## src/rtl/stage_decode_buf.sv

```systemverilog
// RV32I decode stage with an instruction queue between IF and decode and a one-entry ID-EX register.
// Handles the load-use interlock, JAL redirect and wrong-path flush; PC_W is limited to 32 bits.

package stage_decode_buf_pkg;
    localparam logic [1:0] SEL_A_RS1  = 2'd0;
    localparam logic [1:0] SEL_A_PC   = 2'd1;
    localparam logic [1:0] SEL_A_ZERO = 2'd2;

    typedef struct packed {
        logic [31:0] pc;
        logic [31:0] pc4;
        logic [31:0] rs1_data;
        logic [31:0] rs2_data;
        logic [31:0] imm;
        logic [31:0] op_a;
        logic [31:0] op_b;
        logic [4:0]  rs1_addr;
        logic [4:0]  rs2_addr;
        logic [4:0]  reg_wr_addr;
        logic        reg_wr_en;
        logic [3:0]  alu_op;
        logic [2:0]  funct3;
        logic        dmem_rd_en;
        logic        dmem_wr_en;
        logic        branch;
        logic        jal;
        logic        jalr;
        logic        ex_ma_intlk;
        logic        illegal;
    } id_ex_reg_t;
endpackage

module instr_decoder (
    input  logic [31:0] instr,
    output logic [4:0]  rs1_addr,
    output logic [4:0]  rs2_addr,
    output logic [4:0]  rd_addr,
    output logic        rs1_used,
    output logic        rs2_used,
    output logic        rd_wr,
    output logic [31:0] imm,
    output logic [31:0] imm_j,
    output logic [3:0]  alu_op,
    output logic [2:0]  funct3,
    output logic        dmem_rd,
    output logic        dmem_wr,
    output logic        branch,
    output logic        jal,
    output logic        jalr,
    output logic [1:0]  sel_a,
    output logic        sel_b_imm,
    output logic        illegal
);
    logic [6:0]  w_opcode;
    logic [31:0] w_imm_i;
    logic [31:0] w_imm_s;
    logic [31:0] w_imm_b;
    logic [31:0] w_imm_u;

    assign w_opcode = instr[6:0];
    assign rs1_addr = instr[19:15];
    assign rs2_addr = instr[24:20];
    assign rd_addr  = instr[11:7];
    assign funct3   = instr[14:12];
    assign w_imm_i  = {{20{instr[31]}}, instr[31:20]};
    assign w_imm_s  = {{20{instr[31]}}, instr[31:25], instr[11:7]};
    assign w_imm_b  = {{19{instr[31]}}, instr[31], instr[7], instr[30:25], instr[11:8], 1'b0};
    assign w_imm_u  = {instr[31:12], 12'b0};
    assign imm_j    = {{11{instr[31]}}, instr[31], instr[19:12], instr[20], instr[30:21], 1'b0};

    always_comb begin
        rs1_used  = 1'b0;
        rs2_used  = 1'b0;
        rd_wr     = 1'b0;
        imm       = 32'd0;
        alu_op    = 4'd0;
        dmem_rd   = 1'b0;
        dmem_wr   = 1'b0;
        branch    = 1'b0;
        jal       = 1'b0;
        jalr      = 1'b0;
        sel_a     = stage_decode_buf_pkg::SEL_A_RS1;
        sel_b_imm = 1'b1;
        illegal   = 1'b0;
        case (w_opcode)
            7'b0110111: begin
                rd_wr = 1'b1;
                imm   = w_imm_u;
                sel_a = stage_decode_buf_pkg::SEL_A_ZERO;
            end
            7'b0010111: begin
                rd_wr = 1'b1;
                imm   = w_imm_u;
                sel_a = stage_decode_buf_pkg::SEL_A_PC;
            end
            7'b1101111: begin
                rd_wr = 1'b1;
                jal   = 1'b1;
                imm   = imm_j;
                sel_a = stage_decode_buf_pkg::SEL_A_PC;
            end
            7'b1100111: begin
                rd_wr    = 1'b1;
                jalr     = 1'b1;
                rs1_used = 1'b1;
                imm      = w_imm_i;
            end
            7'b1100011: begin
                branch    = 1'b1;
                rs1_used  = 1'b1;
                rs2_used  = 1'b1;
                imm       = w_imm_b;
                sel_b_imm = 1'b0;
            end
            7'b0000011: begin
                rd_wr    = 1'b1;
                dmem_rd  = 1'b1;
                rs1_used = 1'b1;
                imm      = w_imm_i;
            end
            7'b0100011: begin
                dmem_wr  = 1'b1;
                rs1_used = 1'b1;
                rs2_used = 1'b1;
                imm      = w_imm_s;
            end
            7'b0010011: begin
                rd_wr    = 1'b1;
                rs1_used = 1'b1;
                imm      = w_imm_i;
                // Only SRAI carries a funct7 qualifier among the immediate ops
                alu_op   = {(instr[14:12] == 3'b101) & instr[30], instr[14:12]};
            end
            7'b0110011: begin
                rd_wr     = 1'b1;
                rs1_used  = 1'b1;
                rs2_used  = 1'b1;
                sel_b_imm = 1'b0;
                alu_op    = {instr[30], instr[14:12]};
            end
            7'b0001111, 7'b1110011: begin
            end
            default: illegal = 1'b1;
        endcase
    end
endmodule

module stage_decode_buf
    import stage_decode_buf_pkg::*;
#(
    parameter int QDEPTH = 2,
    parameter int PC_W   = 32,
    parameter int HAZ_EN = 1
) (
    input  logic            clk,
    input  logic            rst_ni,
    input  logic            if_valid_i,
    output logic            if_ready_o,
    input  logic [31:0]     instr_i,
    input  logic [PC_W-1:0] pc_i,
    input  logic [PC_W-1:0] pc4_i,
    input  logic            squash_i,
    output logic [4:0]      rs1_addr_o,
    output logic [4:0]      rs2_addr_o,
    input  logic [31:0]     data_rs1_i,
    input  logic [31:0]     data_rs2_i,
    input  logic            ex_ld_valid_i,
    input  logic [4:0]      ex_ld_rd_i,
    output logic            ex_valid_o,
    input  logic            ex_ready_i,
    output id_ex_reg_t      id_ex_o,
    output logic            jal_o,
    output logic [PC_W-1:0] jal_addr_o
);
    localparam int PTR_W = (QDEPTH > 1) ? $clog2(QDEPTH) : 1;
    localparam int CNT_W = $clog2(QDEPTH + 1);

    logic [31:0]      r_q_instr [QDEPTH];
    logic [PC_W-1:0]  r_q_pc    [QDEPTH];
    logic [PC_W-1:0]  r_q_pc4   [QDEPTH];
    logic [PTR_W-1:0] r_rd_ptr;
    logic [PTR_W-1:0] r_wr_ptr;
    logic [CNT_W-1:0] r_count;
    logic             r_vld_p1;
    id_ex_reg_t       r_id_ex_p1;

    logic [31:0]      w_head_instr;
    logic [PC_W-1:0]  w_head_pc;
    logic [PC_W-1:0]  w_head_pc4;
    logic             w_nonempty;
    logic             w_push;
    logic             w_push_eff;
    logic             w_issue;
    logic             w_hazard;
    logic             w_flush;

    logic [4:0]       w_rs1;
    logic [4:0]       w_rs2;
    logic [4:0]       w_rd;
    logic             w_rs1_used;
    logic             w_rs2_used;
    logic             w_rd_wr;
    logic [31:0]      w_imm;
    logic [31:0]      w_imm_j;
    logic [3:0]       w_alu_op;
    logic [2:0]       w_funct3;
    logic             w_dmem_rd;
    logic             w_dmem_wr;
    logic             w_branch;
    logic             w_is_jal;
    logic             w_is_jalr;
    logic [1:0]       w_sel_a;
    logic             w_sel_b_imm;
    logic             w_illegal;
    id_ex_reg_t       w_dec;

    // ---- queue head / decode ----
    assign w_head_instr = r_q_instr[r_rd_ptr];
    assign w_head_pc    = r_q_pc[r_rd_ptr];
    assign w_head_pc4   = r_q_pc4[r_rd_ptr];
    assign w_nonempty   = (r_count != '0);

    instr_decoder u_dec (
        .instr     (w_head_instr),
        .rs1_addr  (w_rs1),
        .rs2_addr  (w_rs2),
        .rd_addr   (w_rd),
        .rs1_used  (w_rs1_used),
        .rs2_used  (w_rs2_used),
        .rd_wr     (w_rd_wr),
        .imm       (w_imm),
        .imm_j     (w_imm_j),
        .alu_op    (w_alu_op),
        .funct3    (w_funct3),
        .dmem_rd   (w_dmem_rd),
        .dmem_wr   (w_dmem_wr),
        .branch    (w_branch),
        .jal       (w_is_jal),
        .jalr      (w_is_jalr),
        .sel_a     (w_sel_a),
        .sel_b_imm (w_sel_b_imm),
        .illegal   (w_illegal)
    );

    assign rs1_addr_o = w_rs1;
    assign rs2_addr_o = w_rs2;

    always_comb begin
        w_dec             = '0;
        w_dec.pc          = 32'(w_head_pc);
        w_dec.pc4         = 32'(w_head_pc4);
        w_dec.rs1_data    = data_rs1_i;
        w_dec.rs2_data    = data_rs2_i;
        w_dec.imm         = w_imm;
        w_dec.rs1_addr    = w_rs1;
        w_dec.rs2_addr    = w_rs2;
        w_dec.reg_wr_addr = w_rd;
        w_dec.reg_wr_en   = w_rd_wr && (w_rd != 5'd0);
        w_dec.alu_op      = w_alu_op;
        w_dec.funct3      = w_funct3;
        w_dec.dmem_rd_en  = w_dmem_rd;
        w_dec.dmem_wr_en  = w_dmem_wr;
        w_dec.branch      = w_branch;
        w_dec.jal         = w_is_jal;
        w_dec.jalr        = w_is_jalr;
        w_dec.ex_ma_intlk = w_is_jal | w_dmem_rd;
        w_dec.illegal     = w_illegal;
        case (w_sel_a)
            SEL_A_PC:   w_dec.op_a = 32'(w_head_pc);
            SEL_A_ZERO: w_dec.op_a = 32'd0;
            default:    w_dec.op_a = data_rs1_i;
        endcase
        w_dec.op_b = w_sel_b_imm ? w_imm : data_rs2_i;
    end

    // Load-use: a load either still in the ID-EX register or already in EX
    function automatic logic ld_hit(input logic [4:0] rs, input logic ex_ld_v,
                                    input logic [4:0] ex_ld_rd, input logic id_ld_v,
                                    input logic [4:0] id_ld_rd);
        return (ex_ld_v && (ex_ld_rd != 5'd0) && (ex_ld_rd == rs)) ||
               (id_ld_v && (id_ld_rd != 5'd0) && (id_ld_rd == rs));
    endfunction

    always_comb begin
        logic w_id_ld;
        w_id_ld  = r_vld_p1 && r_id_ex_p1.dmem_rd_en;
        w_hazard = 1'b0;
        if (HAZ_EN != 0 && w_nonempty) begin
            w_hazard = (w_rs1_used && ld_hit(w_rs1, ex_ld_valid_i, ex_ld_rd_i,
                                             w_id_ld, r_id_ex_p1.reg_wr_addr)) ||
                       (w_rs2_used && ld_hit(w_rs2, ex_ld_valid_i, ex_ld_rd_i,
                                             w_id_ld, r_id_ex_p1.reg_wr_addr));
        end
    end

    assign if_ready_o = (r_count != CNT_W'(QDEPTH));
    assign w_issue    = w_nonempty && !w_hazard && (!r_vld_p1 || ex_ready_i) && !squash_i;
    assign jal_o      = w_issue && w_is_jal;
    assign jal_addr_o = w_head_pc + w_imm_j[PC_W-1:0];
    assign w_flush    = squash_i || jal_o;
    assign w_push     = if_valid_i && if_ready_o;
    assign w_push_eff = w_push && !w_flush;

    // ---- queue control ----
    always_ff @(posedge clk or negedge rst_ni) begin
        if (!rst_ni) begin
            r_count  <= '0;
            r_rd_ptr <= '0;
            r_wr_ptr <= '0;
        end else if (w_flush) begin
            r_count  <= '0;
            r_rd_ptr <= r_wr_ptr;
        end else begin
            if (w_push_eff) r_wr_ptr <= r_wr_ptr + PTR_W'(1);
            if (w_issue)    r_rd_ptr <= r_rd_ptr + PTR_W'(1);
            case ({w_push_eff, w_issue})
                2'b10:   r_count <= r_count + CNT_W'(1);
                2'b01:   r_count <= r_count - CNT_W'(1);
                default: r_count <= r_count;
            endcase
        end
    end

    always_ff @(posedge clk) begin
        if (w_push_eff) begin
            r_q_instr[r_wr_ptr] <= instr_i;
            r_q_pc[r_wr_ptr]    <= pc_i;
            r_q_pc4[r_wr_ptr]   <= pc4_i;
        end
    end

    // ---- ID-EX register (p1) ----
    always_ff @(posedge clk or negedge rst_ni) begin
        if (!rst_ni) begin
            r_vld_p1 <= 1'b0;
        end else if (squash_i) begin
            r_vld_p1 <= 1'b0;
        end else if (w_issue) begin
            r_vld_p1 <= 1'b1;
        end else if (ex_ready_i) begin
            r_vld_p1 <= 1'b0;
        end
    end

    always_ff @(posedge clk) begin
        if (w_issue) r_id_ex_p1 <= w_dec;
    end

    assign ex_valid_o = r_vld_p1;
    assign id_ex_o    = r_id_ex_p1;
endmodule

```

## config.mk

```make
export PLATFORM = sky130hd
export DESIGN_NAME = stage_decode_buf
export DESIGN_NICKNAME = d
export VERILOG_FILES = /design/src/rtl/stage_decode_buf.sv
export SDC_FILE = /design/constraint.sdc
export NUM_CORES = 1
export LEC_CHECK = 0
export CAP_MARGIN = 40
export CORE_UTILIZATION = 40
export CTS_CLUSTER_DIAMETER = 100
export DETAILED_ROUTE_END_ITERATION = 10
export GPL_ROUTABILITY_DRIVEN = 0
export GPL_TIMING_DRIVEN = 0
export PLACE_DENSITY_LB_ADDON = 0.12
export SYNTH_ARGS = -nofsm -noshare
export SYNTH_HDL_FRONTEND = slang
export SYNTH_SLANG_ARGS = --single-unit
```

## constraint.sdc

```tcl
create_clock -name clk -period 17.1 [get_ports clk]
set_clock_uncertainty 0.2 [all_clocks]
set_input_delay 5.13 -clock clk [delete_from_list [all_inputs] [get_ports clk]]
set_output_delay 5.13 -clock clk [all_outputs]
set_load 0.01 [all_outputs]
```

# After elaboration in Yosys (flattened, before gate mapping)
# Memories as Yosys holds them, arrays and structs flattened. A register that Yosys moved wholly into a read port is not among the register bits.
# Index checks and enable logic that the tools add are counted.
totals:
  ff_bits: 227
  mem_bits_rw: 192
  memories: 3
memory_table:
  columns: ["name", "depth", "width", "read_ports", "rd_clocked_by_memory_dff", "wr", "line", "text"]
  rows:
  - ["r_q_instr", 2, 32, 1, 0, 1, "178", "logic [31:0] r_q_instr [QDEPTH];"]
  - ["r_q_pc", 2, 32, 1, 0, 1, "179", "logic [PC_W-1:0] r_q_pc [QDEPTH];"]
  - ["r_q_pc4", 2, 32, 1, 1, 1, "180", "logic [PC_W-1:0] r_q_pc4 [QDEPTH];"]
classes:
  add_sub_neg: 5
  n_eq_ne: 21
  muxes: 24
  n_bitwise: 3
  n_reduce_logical: 41
ops:
  columns: ["operator", "count"]
  rows:
  - ["$pmux 32 s5", 1]
  - ["$pmux 32 s2", 1]
  - ["$add 32x32->32", 1]
  - ["$mux 32", 1]
  - ["$eq 7x7->1 const B", 4]
  - ["$eq 7x6->1 const B", 3]
  - ["$eq 5x5->1", 4]
  - ["$mux 1", 17]
  - ["$logic_and 1x1->1", 16]
  - ["$reduce_bool 5->1", 3]
  - ["$eq 7x5->1 const B", 2]
  - ["$reduce_or 11->1", 1]
  - ["$pmux 2 s2", 2]
  - ["$pmux 4 s2", 1]
  - ["$eq 7x2->1 const B", 1]
  - ["$eq 7x4->1 const B", 1]
  - ["$reduce_or 7->1", 1]
  - ["$reduce_bool 3->1", 2]
  - ["$reduce_or 2->1", 3]
  - ["$reduce_or 3->1", 2]
  - ["$reduce_or 6->1", 1]
  - ["$logic_or 1x1->1", 5]
  - ["$eq 2x1->1 const B", 2]
  - ["$eq 2x2->1 const B", 2]
  - ["other kinds (12)", 17]

# Depth between registers and ports, before layout
# Gate-level depths: netlist of run 1.
depth:
  ltp_word: 18
  mapped_depth: 17
  ltp_nobuf: 13

# Cells and area by module
# From an unflattened synthesis of run 1, not the netlist that was laid out.
unflattened:
  cells_unflattened: 1186
  area_unflattened_um2: 18819.3
by_module_without_submodules:
  columns: ["module", "n_inst", "cells_each", "area_per_inst_um2", "seq_area_each_um2"]
  rows:
  - ["stage_decode_buf", 1, 1015, 17619.4, 13518.0]
  - ["instr_decoder", 1, 171, 1199.9, 0.0]

# Least setup slack after synthesis of run 1
# Ideal clock, no wire load.
synth_timing:
  kind: "input -> output"
  start: "in ex_ld_rd_i[1]"
  end: "out jal_o"
  t_arrival_ns: 11.318
  t_required_ns: 11.770
  path_slack_ns: 0.452
  path_stages: 7
  n_path_buf: 0
  cell_sequence: "or4_1 > o21ai_0 > nor4_2 > a22oi_2 > o311ai_4 > a21boi_4 > and2_1"
synth_via:
  elab_chain_cells: 12
synth_rtl:
  columns: ["item", "line", "text"]
  rows:
  - ["start, declared", "168", "input logic [4:0] ex_ld_rd_i,"]
  - ["$reduce_bool 5->1", "280", "return (ex_ld_v && (ex_ld_rd != 5'd0) && (ex_ld_rd == rs)) ||"]
  - ["$logic_and 1x1->1 (2 in series)", "280", null]
  - ["$logic_or 1x1->1", "280", null]
  - ["$logic_and 1x1->1, on equally long branches", "289, 291", null]
  - ["$logic_or 1x1->1 *", "290", "w_id_ld, r_id_ex_p1.reg_wr_addr)) ||"]
  - ["$mux 1 *", "288", "if (HAZ_EN != 0 && w_nonempty) begin"]
  - ["$logic_not 1->1 *", "297", "assign w_issue = w_nonempty && !w_hazard && (!r_vld_p1 || ex_ready_i) && !squash_i;"]
  - ["$logic_and 1x1->1 * (3 in series)", "297", null]
  - ["via w_issue", "193", "logic w_issue;"]
  - ["$logic_and 1x1->1 *", "298", "assign jal_o = w_issue && w_is_jal;"]
  - ["end, declared", "172", "output logic jal_o,"]
# Mark *: on every way through the listed nets, which the timed path passes. The rest lies on a longest branch.

# Final worst setup path of run 1
# Ends and elaborated chain as after synthesis.

==> flow_summary.toml, run 1 <==
[status]
status = "complete, no violations"

[cts]
cts_max_level = 2
post-cts-setup-buffers = 0
clk_pin_slew_ps = 60
cts_tree = "yes"
post_cts_resized = 0
clockRootBuffer = "clkbuf_16"
cts_hold_buffers = 0
cts_buffers = 48
cts.sinks = 451
clock_latency_ps = 580
cts_max_path_buffers = 3

[sta]
max_freq_mhz = 71.3
finalHoldViolCount = 0
finalSetupViolCount = 0
period_needed_ps = 14020
setup_tns_ps = 0
max_slew_margin = 0.453
period_share = 0.820
rsz0062_at_grt = "false"
slew_viol_final = 0
worst_pin_slew_ps = 797

[global_route]
grt_usage = 0.218
grt_pass1_wl_um = 74900
overflow = 0
grt_max_degree = 54
grt_pass1_vias = 11465
antenna_found_initial = 5

[worst_setup_path]
cp_slowest_cell = "a21boi_4"
required_ps = 11770
path_cells = "clkdlybuf4s50_1 -> or4_1 -> o21ai_0 -> nor4_2 -> a22oi_2 -> o311ai_4 -> a21boi_4 -> buf_16 -> and2_1 -> clkdlybuf4s50_1"
startpoint_type = "input port"
cpMostUsedCell = "clkdlybuf4s50_1"
setup.worst_path.end_class = "output pin"
critPathBufInv = 3
worstPathArrival_ps = 8690
slowest_delay_ps = 580
critPathKind = "input port to output pin"
cp_max_fo = 27
critPathTopFamily = "compound AO/OA/AOI/OAI gates"

[floorplanning]
die_width_um = 216
start_util = 0.409
fp.dieH_um = 216
core_sq_um = 44700
die-area_sq_um = 46600
io_pins = 470
row_count = 77

[cells_and_area]
nFillCells = 3567
final_cell_area_sq_um = 25600
syn_to_final_growth_pct = 40.2
nets = 1855
layout_commonest_cell = "clkdlybuf4s50_1"
layout_common_cells = "clkdlybuf4s50_1 (469), edfxtp_1 (446), nand2_1 (95)"
final_util = 0.574
n_antenna_cell = 0
drive_gt1_frac = 0.135

[power]
p_per_area_nw_per_um2 = 146
p_total_mw = 3.74
p_leak_nw = 8.97
ir_drop_uv = 88.8

[yosys]
synth.distinct_cells = 70
syn_inst = 1113
ys_seq_area_frac = 0.739
synthArstFlopShare = 0.0111
synth_fp_nets = 1316
ys_seq_elements = 451
ys_warn_count = 0
synth_edf_count = 446
syn_area_sq_um = 18300
ys.flop_type = "edfxtp_1"
syn_avg_cell_area_sq_um = 16.4

[routing]
postRouteAntennaNets = 0
drtIter0Drc = 708
drc = 0
wire_per_inst_um = 22.5
drt_pass1_iterations = 5
wirelength_um = 51300
via_per_inst = 5.01
vias = 11403

[flow_run]
cap_violations = 0

[place]
port_buffers = 469
place_area_sq_um = 24200
hpwlAfterDp_um = 38600

[min_path]
holdCritPathClass = "flop to flop"
worst register-to-register path: stages, from the launching register on:
cell,delay [ps]
dfrtp_1,340
buf_6,160
buf_6,200
buf_12,180
mux2i_2,510
xnor2_1,160
nor4_2,310
a22oi_2,190
o32ai_4,210
a21boi_4,230
buf_16,240
and2_1,220
nor3_4,690
buf_16,230
buf_8,190
buf_8,190
cell type report:
class,count,area [sq um],share of cell area
clock inverter,25,213,0.00829
sequential,451,13500,0.527
tap,592,741,0.0289
inverter,37,139,0.00542
timing repair buffer,489,5120,0.200
clock buffer,59,1270,0.0496
multi-input combinational,582,4380,0.171
buffer,43,264,0.0103
kinds of logic after synthesis:
kind of cell	Yosys count	synth area share
mux	124	0.0794
fa+ha+maj	32	0.0223
simple gates	201	0.0512
buf+inv	80	0.0220
compound gates	177	0.0630
xor+xnor	48	0.0230
flops	451	0.739
synthesized netlist by cell type (all sizes together), types with 2 or more instances:
cell type  number  share of area
a211oi          6         0.0025
a21boi          2         0.0014
a21o           11         0.0045
a21oi          31         0.0087
a221o           9         0.0049
a221oi          2        0.00096
a22oi           2         0.0011
a31oi           5         0.0017
a32oi           2        0.00096
and2            5         0.0017
and3            3         0.0010
buf            32          0.012
clkbuf         11         0.0023
dfrtp           5         0.0068
edfxtp        446           0.73
ha             31          0.021
inv            36         0.0074
mux2           96          0.059
mux2i          28          0.020
nand2          95          0.019
nand2b          9         0.0031
nand3          17         0.0047
nand3b          2        0.00082
nor2           34         0.0070
nor2b           8         0.0027
nor3            9         0.0027
nor4            6         0.0027
o211ai          3         0.0015
o21a            6         0.0025
o21ai          78          0.021
o21bai          2        0.00082
o22ai           6         0.0024
o311ai          2         0.0019
o31ai           2        0.00082
o41ai           2        0.00096
or2             4         0.0014
or3             2        0.00068
or4             3         0.0014
xnor2          35          0.017
xor2           13         0.0062
sequential cells by signal (all words and copies together) (netlist names):
signal and cells:
id_ex_o 254, r_q_instr 64, r_q_pc4 64, r_q_pc 64, r_count 2, ex_valid_o 1, r_rd_ptr 1, r_wr_ptr 1
routing by layer:
metal / vias up / wire (um) / track usage
met4: 10 / 1220 / 0.0655
met2: 364 / 25000 / 0.366
met1: 5627 / 21300 / 0.277
li1: 5324 / - / -
met5: - / 71 / 0
met3: 78 / 3660 / 0.0572
per-stage QoR:
stage / setup slack (ps) / cells / hold slack [ps]
after CTS: 3070 / 2278 / 347
final: 3080 / 2278 / 345
after global placement: -2810 / 2174 / 325
after global routing: 2900 / 2278 / 356
after detailed placement: 3060 / 2194 / 332
after floorplan: 452 / 1113 / 311
report_power, final:
part | leakage (nW) | switching (mW) | internal [mW]
combinational | 4.08 | 0.719 | 0.623
clock | 0.726 | 0.420 | 0.571
sequential | 4.17 | 0.0329 | 1.37
worst paths after layout:
kind,start,endpoint,slack [ps],cells after the start
worst max-delay path,ex_ld_rd_i[1],jal_o,3080,10
worst min-delay path,r_q_pc4[1][13],id_ex_o[203],350,1
worst max register to register,r_rd_ptr,r_q_pc4[0][12],12350,15
worst min register to register,r_q_pc4[1][13],id_ex_o[203],350,1
max in group asynchronous,rst_ni,r_rd_ptr,11930,1
min in group asynchronous,rst_ni,r_wr_ptr,4570,1
No activity file was read; power rests on OpenSTA's default activity.
==> run 2, diff against run 1 <==
==> constraint.sdc (replaced) <==
create_clock -name clk -period 11.3 [get_ports clk]
set_clock_uncertainty 0.2 [all_clocks]
set_input_delay 3.39 -clock clk [delete_from_list [all_inputs] [get_ports clk]]
set_output_delay 3.39 -clock clk [all_outputs]
set_load 0.01 [all_outputs]
==> run 2 against run 1 <==
Utilization grew 0.090 points. Largest cell class unchanged. Register-to-register slack got worse by 5700 ps. Combinational power rose by 52%. Hold slack worse by 1.3 ps. Global-route usage fell by 0.19 points. Non-clock buffer count grew 3.
==> flow_summary.toml, run 2 (synthesis results as in run 1) <==
[cts]
clock_latency_ps = 580
cts_hold_buffers = 0
post-cts-setup-buffers = 0
cts_buffers = 48
cts_max_level = 2
clockRootBuffer = "clkbuf_16"
post_cts_resized = 0
clk_pin_slew_ps = 60
cts_tree = "yes"
cts_max_path_buffers = 3
cts.sinks = 451

[routing]
drtIter0Drc = 705
wire_per_inst_um = 22.4
via_per_inst = 5.05
drt_pass1_iterations = 4
wirelength_um = 51200
drc = 0
vias = 11523
postRouteAntennaNets = 0

[place]
port_buffers = 469
place_area_sq_um = 24200
dp.cells = 2197
pre_cts_ws_ps = 1160
hpwlAfterDp_um = 38700

[worst_setup_path]
required_ps = 7710
startpoint_type = "input port"
critPathKind = "input port to output pin"
startpoint = "ex_ld_rd_i[1]"
rr_startpoint = "r_rd_ptr"
path_cells = "clkdlybuf4s50_1 -> or4_1 -> o21ai_1 -> nor4_2 -> a22oi_2 -> o311ai_4 -> a21boi_4 -> buf_16 -> and2_1 -> clkdlybuf4s50_1"
worstPathArrival_ps = 6560
setup.worst_path.end_class = "output pin"
cpMostUsedCell = "clkdlybuf4s50_1"
slowest_delay_ps = 560
cp_max_fo = 19
cp_slowest_cell = "clkdlybuf4s50_1"

[cells_and_area]
layout_commonest_cell = "clkdlybuf4s50_1"
nets = 1858
drive_gt1_frac = 0.136
final_cell_area_sq_um = 25700
layout.area.seq_sq_um = 13500
final_util = 0.575
layoutNonFillerInstCount = 2284
syn_to_final_growth_pct = 40.4
nFillCells = 3660
multi_input_area_sq_um = 4380
layout_common_cells = "clkdlybuf4s50_1 (469), edfxtp_1 (446), nand2_1 (95)"
largest_reg_flops = 254

[floorplanning]
core_sq_um = 44700
die-area_sq_um = 46600
die_width_um = 216
io_pins = 470
fp.dieH_um = 216
start_util = 0.409
row_count = 77

[sta]
slew_viol_final = 0
period_share = 0.898
setup_tns_ps = 0
whs_ps = 344
fin_ws_ps = 1150
max_slew_margin = 0.417
max_freq_mhz = 98.5
worst_pin_slew_ps = 864
period_needed_ps = 10150
rsz0062_at_grt = "false"
finalHoldViolCount = 0
finalSetupViolCount = 0

[global_route]
antenna_found_initial = 8
grt_pass1_wl_um = 74000
overflow = 0
grt_pass1_vias = 11569
grt_usage = 0.216
grt_max_degree = 46

[power]
p_per_area_nw_per_um2 = 220
p_total_mw = 5.64
ir_drop_uv = 132
p_leak_nw = 8.99

[flow_run]
cap_violations = 0

[min_path]
min_from = "r_q_pc4[1][14]"
holdCritPathClass = "flop to flop"

[status]
status = "complete, no violations"
[run 2: area by class of cell]
class	count	area share
diodes	2	0.000195
plain buffers	43	0.0103
clock buffers	57	0.0489
clock inverters	28	0.00755
inverters	37	0.00541
multi-input cells	582	0.170
flip-flops and latches	451	0.526
well taps	592	0.0288
repair buffers	492	0.202
[run 2: power breakdown]
| group | switching (mW) | leakage [nW] | internal, mW |
|---|---|---|---|
| clock network | 0.640 | 0.716 | 0.836 |
| logic | 1.08 | 4.11 | 0.952 |
| registers | 0.0497 | 4.17 | 2.08 |
[run 2: final timing paths]
| path | depth (start not counted) | slack, ps | endpoint |
|---|---|---|---|
| setup / recovery | 10 | 1150 | jal_o |
| hold / removal | 1 | 340 | id_ex_o[204] |
| setup reg to reg | 16 | 6610 | r_q_pc4[0][13] |
| hold reg to reg | 1 | 340 | id_ex_o[204] |
| max in group asynchronous | 1 | 7840 | r_count[0] |
| min in group asynchronous | 1 | 2850 | r_wr_ptr |
[run 2: critical path, delay by kind of cell]
family | cells | cell delay [ps]
buf+inv | 3 | 1260
simple gates | 3 | 830
compound gates | 4 | 1060
[run 2: per-layer routing]
metal  GRT usage  wire [um]  share of wire
met1       0.270      20700           0.40
met2       0.359      24800           0.48
met3      0.0716       4520          0.088
met4      0.0605       1170          0.023
met5           0         48        0.00094
==> run 3, diff against run 2 <==
--- a/config.mk
+++ b/config.mk
@@ -5,8 +5,9 @@
 export SDC_FILE = /design/constraint.sdc
 export NUM_CORES = 1
 export LEC_CHECK = 0
+export ABC_CLOCK_PERIOD_IN_PS = 12800
 export CAP_MARGIN = 40
-export CORE_UTILIZATION = 40
+export CORE_UTILIZATION = 25
 export CTS_CLUSTER_DIAMETER = 100
 export DETAILED_ROUTE_END_ITERATION = 10
 export GPL_ROUTABILITY_DRIVEN = 0
==> constraint.sdc (replaced) <==
create_clock -name clk -period 12.8 [get_ports clk]
set_clock_uncertainty 0.2 [all_clocks]
set_input_delay 3.84 -clock clk [delete_from_list [all_inputs] [get_ports clk]]
set_output_delay 3.84 -clock clk [all_outputs]
set_load 0.01 [all_outputs]
==> run 3 against run 2 <==
Hold slack got worse by 5.7 ps. Non-clock buffer count rose by 4. Combinational power fell by 10%. Final cell count rose by 16%. Via count fell by 1.1%. Sequential share of layout area fell by 1.3 points. Critical endpoint unchanged.
==> flow_summary.toml, run 3 (synthesis results as in run 1) <==
[status]
status = "complete, no violations"

[min_path]
whs_path_depth = 1
min_from = "r_q_pc4[1][13]"
holdCritPathClass = "flop to flop"
worstHoldEndpoint = "id_ex_o[203]"

[cts]
cts.sinks = 451
clockRootBuffer = "clkbuf_16"
clock_latency_ps = 600
cts_hold_buffers = 0
cts_tree = "yes"
cts_max_path_buffers = 3
post-cts-setup-buffers = 0
post_cts_resized = 0
clk_pin_slew_ps = 60
cts_buffers = 53
cts_max_level = 2

[cells_and_area]
syn_to_final_growth_pct = 44.1
layout_commonest_cell = "clkdlybuf4s50_1"
nets = 1867
final_cell_area_sq_um = 26300
final_util = 0.366
layout_common_cells = "clkdlybuf4s50_1 (469), edfxtp_1 (446), nand2_1 (95)"
drive_gt1_frac = 0.137
largest_reg_flops = 254
layoutNonFillerInstCount = 2655

[sta]
period_share = 0.875
max_freq_mhz = 89.3
rsz0062_at_grt = "false"
finalHoldViolCount = 0
period_needed_ps = 11200
worst_pin_slew_ps = 976
finalSetupViolCount = 0
max_slew_margin = 0.341
slew_viol_final = 0

[routing]
drt_pass1_iterations = 4
postRouteAntennaNets = 0
wire_per_inst_um = 21.8
drtIter0Drc = 511
drc = 0
vias = 11399
wirelength_um = 57900
via_per_inst = 4.29

[global_route]
grt_pass1_vias = 11940
grt_max_degree = 51
grt_usage = 0.153
antenna_found_initial = 9
grt_pass1_wl_um = 82600
overflow = 0

[floorplanning]
io_pins = 470
core_sq_um = 72000
fp.dieH_um = 272
start_util = 0.254
die_width_um = 272
die-area_sq_um = 74200
row_count = 98

[power]
ir_drop_uv = 96.2
clkPwrFrac = 0.279
p_total_mw = 5.15
p_per_area_nw_per_um2 = 195
power_frac_seq = 0.365
p_sw_mw = 1.63
p_sw_frac = 0.316
p_leak_nw = 9.08
p_int_mw = 3.52
p_comb_frac = 0.356

[worst_setup_path]
rr_worst_depth = 12
startpoint_type = "input port"
required_ps = 8760
r2r_slack_ps = 8270
worstPathArrival_ps = 7160
critPathKind = "input port to output pin"
r2r_end = "r_q_pc[0][18]"
rr_startpoint = "r_rd_ptr"
cp_max_fo = 20
setup.worst_path.end_class = "output pin"

[place]
port_buffers = 469
dp.cells = 2559
place_area_sq_um = 24700
hpwlAfterDp_um = 44100

[flow_run]
cap_violations = 0
==> run 3: layout make-up <==
class | count | area [sq um]
repair buffers | 496 | 5240
clock inverters | 17 | 174
well taps | 950 | 1190
fillers | 6836 | 45600
diodes | 2 | 5.00
plain buffers | 43 | 264
multi-input cells | 582 | 4380
flip-flops and latches | 451 | 13500
inverters | 37 | 139
clock buffers | 77 | 1450
==> run 3: through the flow <==
step	TNS (ps)	hold WS, ps	worst slack [ps]
after floorplan	-1220	311	-1220
after global placement	-774300	324	-4900
after detailed placement	0	331	1560
after CTS	0	342	1550
after global routing	0	348	1370
final	0	338	1600
==> run 3: power by group through the flow <==
stage / Clock, mW / Sequential (mW) / Combinational (mW)
2_1_floorplan: 0 / 1.97 / 0.878
3_3_place_gp: 0 / 1.95 / 1.81
3_5_place_dp: 0 / 1.91 / 1.87
4_1_cts: 1.49 / 1.88 / 1.88
5_1_grt: 1.53 / 1.89 / 1.99
6_report: 1.44 / 1.88 / 1.83
==> run 3: worst max-delay path by stage <==
stage / start / to / slack (ps) / cells past startpoint
2_1_floorplan: ex_ld_rd_i[1] / jal_o / -1220 / 7
3_3_place_gp: ex_ld_rd_i[1] / jal_o / -4900 / 9
6_report: ex_ld_rd_i[1] / jal_o / 1600 / 9
4_1_cts: ex_ld_rd_i[1] / jal_o / 1550 / 9
5_1_grt: ex_ld_rd_i[1] / jal_o / 1370 / 9
3_5_place_dp: ex_ld_rd_i[1] / jal_o / 1560 / 9
==> run 3: per-layer routing <==
layer,part of all wire,vias up,global-route usage
li1,-,5362,-
met1,0.42,5627,0.189
met2,0.49,310,0.261
met3,0.064,86,0.0443
met4,0.021,14,0.0386
met5,0.0015,-,0
==> run 3: worst max-delay path, stage by stage <==
cell and delay, ps:
clkdlybuf4s50_1 460, or4_1 530, o21ai_1 200, nor4_2 70, a22oi_2 310, o311ai_4 190, a21boi_4 680, and2_1 300
clkdlybuf4s50_1 570
